===== src/rtl/ones_frame_collector_pkg.sv =====
// Shared types and sizes for the ones-count front end.
// The frame width here must track the input width of the ones-count stage.
package ones_frame_collector_pkg;

  localparam int FRAME_W = 9;
  localparam int DROP_W  = 8;
  localparam int BCNT_W  = $clog2(FRAME_W);

  typedef logic [FRAME_W-1:0] frame_t;

  typedef enum logic {
    ST_IDLE    = 1'b0,
    ST_COLLECT = 1'b1
  } coll_state_t;

endpackage


===== src/rtl/ones_frame_collector_frame_slot.sv =====
// One-entry valid/ready holding register for assembled frames.
// A load is accepted when the slot is empty or being drained this cycle; otherwise it is dropped.
module ones_frame_collector_frame_slot #(
  parameter int WIDTH = 9
) (
  input  logic             clk,
  input  logic             rst_n,
  input  logic             load,
  input  logic [WIDTH-1:0] load_data,
  input  logic             ready,
  output logic [WIDTH-1:0] data,
  output logic             valid,
  output logic             accept,
  output logic             drop
);

  logic consume;

  always_comb begin
    consume = valid && ready;
    accept  = load && (!valid || ready);
    drop    = load && valid && !ready;
  end

  // A load in the same cycle as a transfer refills the slot, so back-to-back frames see no bubble.
  always_ff @(posedge clk or negedge rst_n) begin
    if (!rst_n) begin
      data  <= '0;
      valid <= 1'b0;
    end else if (accept) begin
      data  <= load_data;
      valid <= 1'b1;
    end else if (consume) begin
      valid <= 1'b0;
    end
  end

endmodule


===== src/rtl/ones_frame_collector.sv =====
// Serial-to-parallel collector: assembles LSB-first WIDTH-bit frames and offers them
// through a one-entry slot, counting frames that arrive while the slot is still full.
module ones_frame_collector
  import ones_frame_collector_pkg::*;
#(
  parameter int WIDTH  = FRAME_W,
  parameter int DROP_W = ones_frame_collector_pkg::DROP_W
) (
  input  logic                     clk,
  input  logic                     rst_n,
  input  logic                     ser_in,
  input  logic                     ser_valid,
  input  logic                     sof,
  input  logic                     clr_ovr,
  output logic [WIDTH-1:0]         frame_out,
  output logic                     frame_valid,
  input  logic                     frame_ready,
  output logic                     overrun,
  output logic [DROP_W-1:0]        drop_cnt,
  output logic [$clog2(WIDTH)-1:0] bit_cnt
);

  localparam int CW = $clog2(WIDTH);
  localparam logic [CW-1:0] LAST_POS = CW'(WIDTH - 1);
  localparam logic [DROP_W-1:0] DROP_MAX = '1;

  coll_state_t      state_q, state_d;
  logic [WIDTH-1:0] shift_q, shift_d;
  logic [CW-1:0]    bcnt_q, bcnt_d;
  logic [CW-1:0]    pos;
  logic [WIDTH-1:0] word;
  logic             complete;
  logic             slot_accept;
  logic             slot_drop;

  always_ff @(posedge clk or negedge rst_n) begin
    if (!rst_n) begin
      state_q <= ST_IDLE;
      shift_q <= '0;
      bcnt_q  <= '0;
    end else begin
      state_q <= state_d;
      shift_q <= shift_d;
      bcnt_q  <= bcnt_d;
    end
  end

  // sof takes priority over a normal capture; with ser_valid it also captures the first bit.
  always_comb begin
    shift_d  = shift_q;
    bcnt_d   = bcnt_q;
    complete = 1'b0;
    pos      = (state_q == ST_IDLE) ? '0 : bcnt_q;
    word     = shift_q;
    if (sof) begin
      shift_d = '0;
      if (ser_valid) begin
        shift_d[0] = ser_in;
        bcnt_d     = CW'(1);
      end else begin
        bcnt_d     = '0;
      end
    end else if (ser_valid) begin
      word[pos] = ser_in;
      if (bcnt_q == LAST_POS) begin
        complete = 1'b1;
        shift_d  = '0;
        bcnt_d   = '0;
      end else begin
        shift_d  = word;
        bcnt_d   = bcnt_q + 1'b1;
      end
    end
    state_d = (bcnt_d == '0) ? ST_IDLE : ST_COLLECT;
  end

  ones_frame_collector_frame_slot #(
    .WIDTH(WIDTH)
  ) u_slot (
    .clk       (clk),
    .rst_n     (rst_n),
    .load      (complete),
    .load_data (word),
    .ready     (frame_ready),
    .data      (frame_out),
    .valid     (frame_valid),
    .accept    (slot_accept),
    .drop      (slot_drop)
  );

  // A drop on the same edge as clr_ovr wins, leaving exactly one recorded drop.
  always_ff @(posedge clk or negedge rst_n) begin
    if (!rst_n) begin
      overrun  <= 1'b0;
      drop_cnt <= '0;
    end else if (slot_drop) begin
      overrun <= 1'b1;
      if (clr_ovr)
        drop_cnt <= DROP_W'(1);
      else if (drop_cnt != DROP_MAX)
        drop_cnt <= drop_cnt + 1'b1;
    end else if (clr_ovr) begin
      overrun  <= 1'b0;
      drop_cnt <= '0;
    end
  end

  assign bit_cnt = bcnt_q;

  logic unused_accept;
  assign unused_accept = slot_accept;

endmodule

===== config.mk =====
export PLATFORM = sky130hd
export DESIGN_NAME = ones_frame_collector
export DESIGN_NICKNAME = d
export VERILOG_FILES = /design/src/rtl/ones_frame_collector_pkg.sv /design/src/rtl/ones_frame_collector_frame_slot.sv /design/src/rtl/ones_frame_collector.sv
export SDC_FILE = /design/constraint.sdc
export NUM_CORES = 1
export LEC_CHECK = 0
export ABC_CLOCK_PERIOD_IN_PS = 2050
export BUFFER_PORTS_ARGS = -buffer_cell sky130_fd_sc_hd__buf_4
export CAP_MARGIN = 40
export CELL_PAD_IN_SITES_DETAIL_PLACEMENT = 1
export CELL_PAD_IN_SITES_GLOBAL_PLACEMENT = 1
export CORE_AREA = 2 2 71 73
export CTS_BUF_LIST = sky130_fd_sc_hd__clkbuf_16
export CTS_CLUSTER_DIAMETER = 150
export DETAILED_ROUTE_END_ITERATION = 8
export DIE_AREA = 0 0 73 75
export GPL_TIMING_DRIVEN = 0
export PLACE_DENSITY_LB_ADDON = 0.15
export SLEW_MARGIN = 20
export SYNTH_ARGS = -nofsm -noshare
export SYNTH_HDL_FRONTEND = slang
export SYNTH_SLANG_ARGS = --single-unit

===== constraint.sdc =====
create_clock -name clk -period 2.05 [get_ports clk]
set_input_delay 0 -clock clk [delete_from_list [all_inputs] [get_ports clk]]
set_output_delay 0 -clock clk [all_outputs]
set_load 0.05 [all_outputs]

### After elaboration in Yosys (flattened, before gate mapping)

Index checks and enable logic that the tools add are counted.

* divide/modulo/power cells: 0
* $mul: 0
* reductions and logical operators: 14
* bitwise gates (word level): 0
* muxes and demuxes: 26
* eq/ne operators: 2
* $add $sub $neg: 2
* shift operators: 0
* order comparisons: 2

Operators with widths (count)
* 9-bit 2-to-1 mux: 5
* 8-bit 2-to-1 mux: 4
* 4-bit 2-to-1 mux: 4
* 1-bit 2-to-1 mux: 11
* 9-bit bitwise mux: 1
* 8-bit by 1-bit adder with 8-bit output (second input constant): 1
* 8-bit != test (second input constant): 1
* 2-bit nonzero test: 4
* 1-bit logical AND: 5
* 4-bit by 5-bit less-than comparator with 1-bit output (second input constant): 1
* 4-bit by 1-bit adder with 4-bit output (second input constant): 1
* 1-bit demux with 4-bit select: 1
* 4-bit == test (second input constant): 1
* 4-bit by 1-bit >= comparator with 1-bit output (second input constant): 1
* 4-bit logical NOT: 1
* 1-bit logical NOT: 2
* 2-bit AND reduction: 1
* 1-bit logical OR: 1

* bits in read-only memories: 0
* register bits: 33
* input port bits: 7
* output and inout bits: 23
* RAM bits: 0
* memories: 0
* word-level logic and storage cells: 53
* bits in latches: 0

### Longest topological paths before layout

* depth in word-level cells: 9
* gate-level depth with buffers: 8
* mapped depth without buffers: 6

### Hierarchy

Synthesis repeated with hierarchy kept, for this count alone.

* cell total of the unflattened synthesis: 193
* area total of the unflattened synthesis: 1824.2 µm²

Modules (own cells, without submodules)
* ones_frame_collector: area each 1432.6 µm², sequential area each 575.6 µm², instances 1, cells each 168
* ones_frame_collector_frame_slot: area each 391.6 µm², sequential area each 250.2 µm², instances 1, cells each 25

### Worst setup path before layout

OpenSTA, ideal clock, no wires.

* path kind: register to register
* start point: register bcnt_q[0], in the netlist bit_cnt[0]
* end point: register drop_cnt[7]
* cell stages (with the launch flop): 8
* arrival: 2.261 ns
* slack: -0.336 ns
* required time: 1.925 ns
* buffers on the path: 1
* setup time: 0.125 ns
* clock period less this slack: 2.386 ns
* path through: dfrtp_1 -> buf_2 -> inv_1 -> ha_1 -> nand3b_4 -> or3_4 -> nor4b_1 -> mux2_2

* cells in the longest elaborated chain, start to end: 8
* elaborated cells between the ends (all ways): 9
* classes of those cells: eq/ne (1); mux (4); reduce/logical (4)

Ends and longest elaborated chain
* from (decl): line ones_frame_collector.sv:29 `logic [CW-1:0] bcnt_q, bcnt_d;`
* from (signal assigned): line ones_frame_collector.sv:44 `bcnt_q <= bcnt_d;`
* 4-bit == test *: line ones_frame_collector.sv:65 `if (bcnt_q == LAST_POS) begin`
* 1-bit 2-to-1 mux *: line ones_frame_collector.sv:65
* 1-bit 2-to-1 mux *: line ones_frame_collector.sv:63 `end else if (ser_valid) begin`
* 1-bit 2-to-1 mux *: line ones_frame_collector.sv:55 `if (sof) begin`
* 1-bit logical AND * (2 in a row): line ones_frame_collector_frame_slot.sv:22 `drop = load && valid && !ready;`
* 2-bit nonzero test (no source line)
* 2-bit AND reduction (no source line)
* to (signal assigned): line ones_frame_collector.sv:101 `drop_cnt <= drop_cnt + 1'b1;`
* to (decl): line ones_frame_collector.sv:19 `output logic [DROP_W-1:0] drop_cnt,`

Every way passes the cells marked *; elsewhere a longest branch is shown, timed or not.
A chain may end at the register's enable or synchronous reset.

### Worst setup path after layout

* start point: register bcnt_q[0], in the netlist bit_cnt[0]
* end point: register state_q

* cells in the longest elaborated chain, start to end: 6
* elaborated cells between the ends (all ways): 7
* classes of those cells: add/sub (1); eq/ne (1); mux (4); reduce/logical (1)

Ends and longest elaborated chain
* 4-bit by 1-bit adder with 4-bit output or 4-bit == test (tied branches): line ones_frame_collector.sv:71, ones_frame_collector.sv:65
* 4-bit 2-to-1 mux: line ones_frame_collector.sv:65
* 4-bit 2-to-1 mux *: line ones_frame_collector.sv:63
* 4-bit 2-to-1 mux *: line ones_frame_collector.sv:55
* net bcnt_d[0]: line ones_frame_collector.sv:29
* 4-bit logical NOT *: line ones_frame_collector.sv:74 `state_d = (bcnt_d == '0) ? ST_IDLE : ST_COLLECT;`
* 1-bit 2-to-1 mux *: line ones_frame_collector.sv:74
* net state_d: line ones_frame_collector.sv:27 `coll_state_t state_q, state_d;`
* to (signal assigned): line ones_frame_collector.sv:42 `state_q <= state_d;`
* to (decl): line ones_frame_collector.sv:27

Mark *: on every way through the listed nets, which the timed path passes. The rest lies on a longest branch.

==> out/metrics.cfg <==
[clocking]
clk_pin_slew_ns=0.05
cts_tree=built
clockBufferDepth=2
numCtsBuffers=5
cts_sinks=33
htree_levels=2
clk-insertion-delay-late_ns=0.28
cts_root_buf=clkbuf_16

[setup_path]
r2r_start=bit_cnt[0]$_DFF_PN0_
worstSetupStartpoint=bit_cnt[0]$_DFF_PN0_
worstPathArrival_ns=2.12
required_ns=2.19
end_kind=flip-flop
path_class=flip-flop to flip-flop
cp_max_fo=10
regToRegSetupSlack_ns=0.07
startpoint_type=flip-flop

[sta]
fin_skew_ns=0.00424
max_freq_ghz=0.506
hold_slack_ns=0.0944
post-route-period-util=0.964
finalCriticalPeriod_ns=1.98
slew_violations=0
final-setup-viol-count=0
hold_viol_final=0
worst_pin_slew_ns=0.727
relSlewSlack=0.509
worst_slack_ns=0.0730

[final_layout]
fillers=522
final_cell_mix=buf_4 (38), dfrtp_1 (31), a21oi_1 (23)
layout-drive-gt1-share=0.277
final_core_util=0.487
syn2layout_area_growth_pct=31.5
final_common_cell=buf_4
finalNetCount=230
antennaDiodeCount=0

[power_and_ir_drop]
cellPowerDensity_nw_per_um2=713
fin_total_pwr_uw=1620
p_leak_uw=0.00107
vdd_drop_max_uv=495

[placement]
gp_congestion=0.859
pre_cts_ws_ns=-0.180
post-dp-hpwl_microns=3230
port_buffers=26

[synthesis]
ys_warn_count=0
postSynthAreaPerCell_sq_um=9.76
synth_compound_area_frac=0.186
synth_area_sq_um=1730
synth_mux_area_frac=0.0645
yosys.area_share.simple=0.198
synth_xor_area_frac=0
synth_seq_cells=33
syn_inst=177
synth_area_leader_cell=dfrtp_1
synthTopCellsByArea=dfrtp_1 (48%), a21oi_1 (6.7%), mux2i_1 (5.8%)
synthDominantCellAreaShare=0.478
syn_nets=187
synth_top_family_by_area=simple AND/OR/NAND/NOR gates
yosysUniqueCellTypes=38
yosys.area_share.adder=0.0217
seq_area_frac_synth=0.478

[die]
die-area_sq_um=5480
die_x_microns=73
rows=25
die_h_microns=75
floorplan.initialDensity=0.370
coreArea_sq_um=4660
ios=30

[global_routing]
antenna_found_initial=0
grt_max_degree=34
grt_overflow=0
grt_pass1_vias=1623
grt.total_usage=0.191
grt_pass1_wl_microns=8000

[detailed_routing]
via_per_inst=5.49
post-route-drc-count=0
dr.first_iter.drc_count=40
drt-pass1-iter-count=3
drtAntennaViolNets=0
vias=1504
wirelength_microns=4670
wl_per_cell_microns=17.1

[job]
cap_violations=0

[outcome]
outcome=finished, final reports clean

[min_path]
min_from=frame_ready
hp-class=input port to flip-flop

-- cell usage after synthesis --
master     n
a211o_1    1
a21boi_0   1
a21o_1     2
a21oi_1   23
a22o_1     3
and3b_1    1
and4_1     3
and4b_1    2
buf_1      1
buf_2      3
buf_4      1
clkbuf_1   6
dfrtp_1   33
ha_1       3
inv_1     11
mux2_2     1
mux2i_1   10
nand2_1   12
nand2b_1   2
nand2b_4   1
nand3_1    5
nand3b_1   1
nand3b_4   1
nor2_1    13
nor2b_1    4
nor3_1     1
nor3b_1    1
nor3b_2    1
nor4b_1    1
o211ai_1   2
o21ai_0    5
o22ai_1    8
o311ai_0   1
o31ai_1    3
o41ai_1    3
or3_1      1
or3_4      1
or4_1      5
-- state kept, by name, summed over array words and instances (netlist names) --
register and flops:
u_slot.valid 1, bit_cnt 4, u_slot.data 9, overrun 1, drop_cnt 8, state_q 1
shift_q 9
-- layer usage --
metal | up-vias | GRT usage | part of all wire
met5 | - | 0 | 0
met2 | 24 | 0.339 | 0.53
met1 | 748 | 0.228 | 0.43
met3 | 7 | 0.0321 | 0.027
met4 | 0 | 0.0802 | 0.015
li1 | 725 | - | -
-- timing repair --
action | 4_1_cts | 5_1_grt
hold endpoints to repair | 33 | 0
pin swaps | 3 | 4
hold buffers | 1 | 0
gates cloned | 0 | 0
resized for setup | 4 | 9
setup buffers | 5 | 5
setup endpoints to repair | 10 | 25
-- power by group --
| part | internal (uW) | switching [uW] |
|---|---|---|
| clock network | 433 | 256 |
| registers | 674 | 21.2 |
| logic | 85.5 | 148 |
| total | 1190 | 425 |
-- area by class of cell --
cell class / instances / area [sq um] / share of cell area
repair buffers: 37 / 280 / 0.123
clock inverters: 2 / 7.51 / 0.00331
well taps: 54 / 67.6 / 0.0298
inverters: 11 / 43.8 / 0.0193
plain buffers: 10 / 57.6 / 0.0253
clock buffers: 5 / 125 / 0.0551
multi-input cells: 122 / 861 / 0.379
flip-flops and latches: 33 / 828 / 0.365
-- worst max-delay path, stage by stage (launching register included) --
cell and delay [ns]:
dfrtp_2 0.41, buf_6 0.14, inv_4 0.06, ha_4 0.14, nand3b_4 0.09, buf_4 0.14
a21o_1 0.17, a22o_1 0.19, or4_1 0.51
-- cell families after synthesis --
logic type,Yosys count
adders and majority gates,3
AOI/OAI and AO/OA,52
DFF,33
muxes,11
buffers and inverters,22
and+or+nand+nor,56
-- per-stage QoR --
stage / TNS [ns] / cell area (sq um) / std cells
2_1_floorplan: 0 / 1760 / 177
3_3_place_gp: -0.622 / 2030 / 257
3_5_place_dp: -1.44 / 2030 / 257
4_1_cts: 0 / 2230 / 270
5_1_grt: -0.000526 / 2270 / 274
6_report: 0 / 2270 / 274
-- worst paths after layout --
check / end / cells after the start
worst min-delay path: u_slot.valid$_DFFE_PN0P_ / 3
max in group asynchronous: bit_cnt[1]$_DFF_PN0_ / 2
min in group asynchronous: drop_cnt[0]$_DFFE_PN0P_ / 2
worst min register to register: overrun$_DFFE_PN0P_ / 1
worst max register to register: state_q$_DFF_PN0_ / 8
worst max-delay path: state_q$_DFF_PN0_ / 8
(Power assumes the default switching activity.)
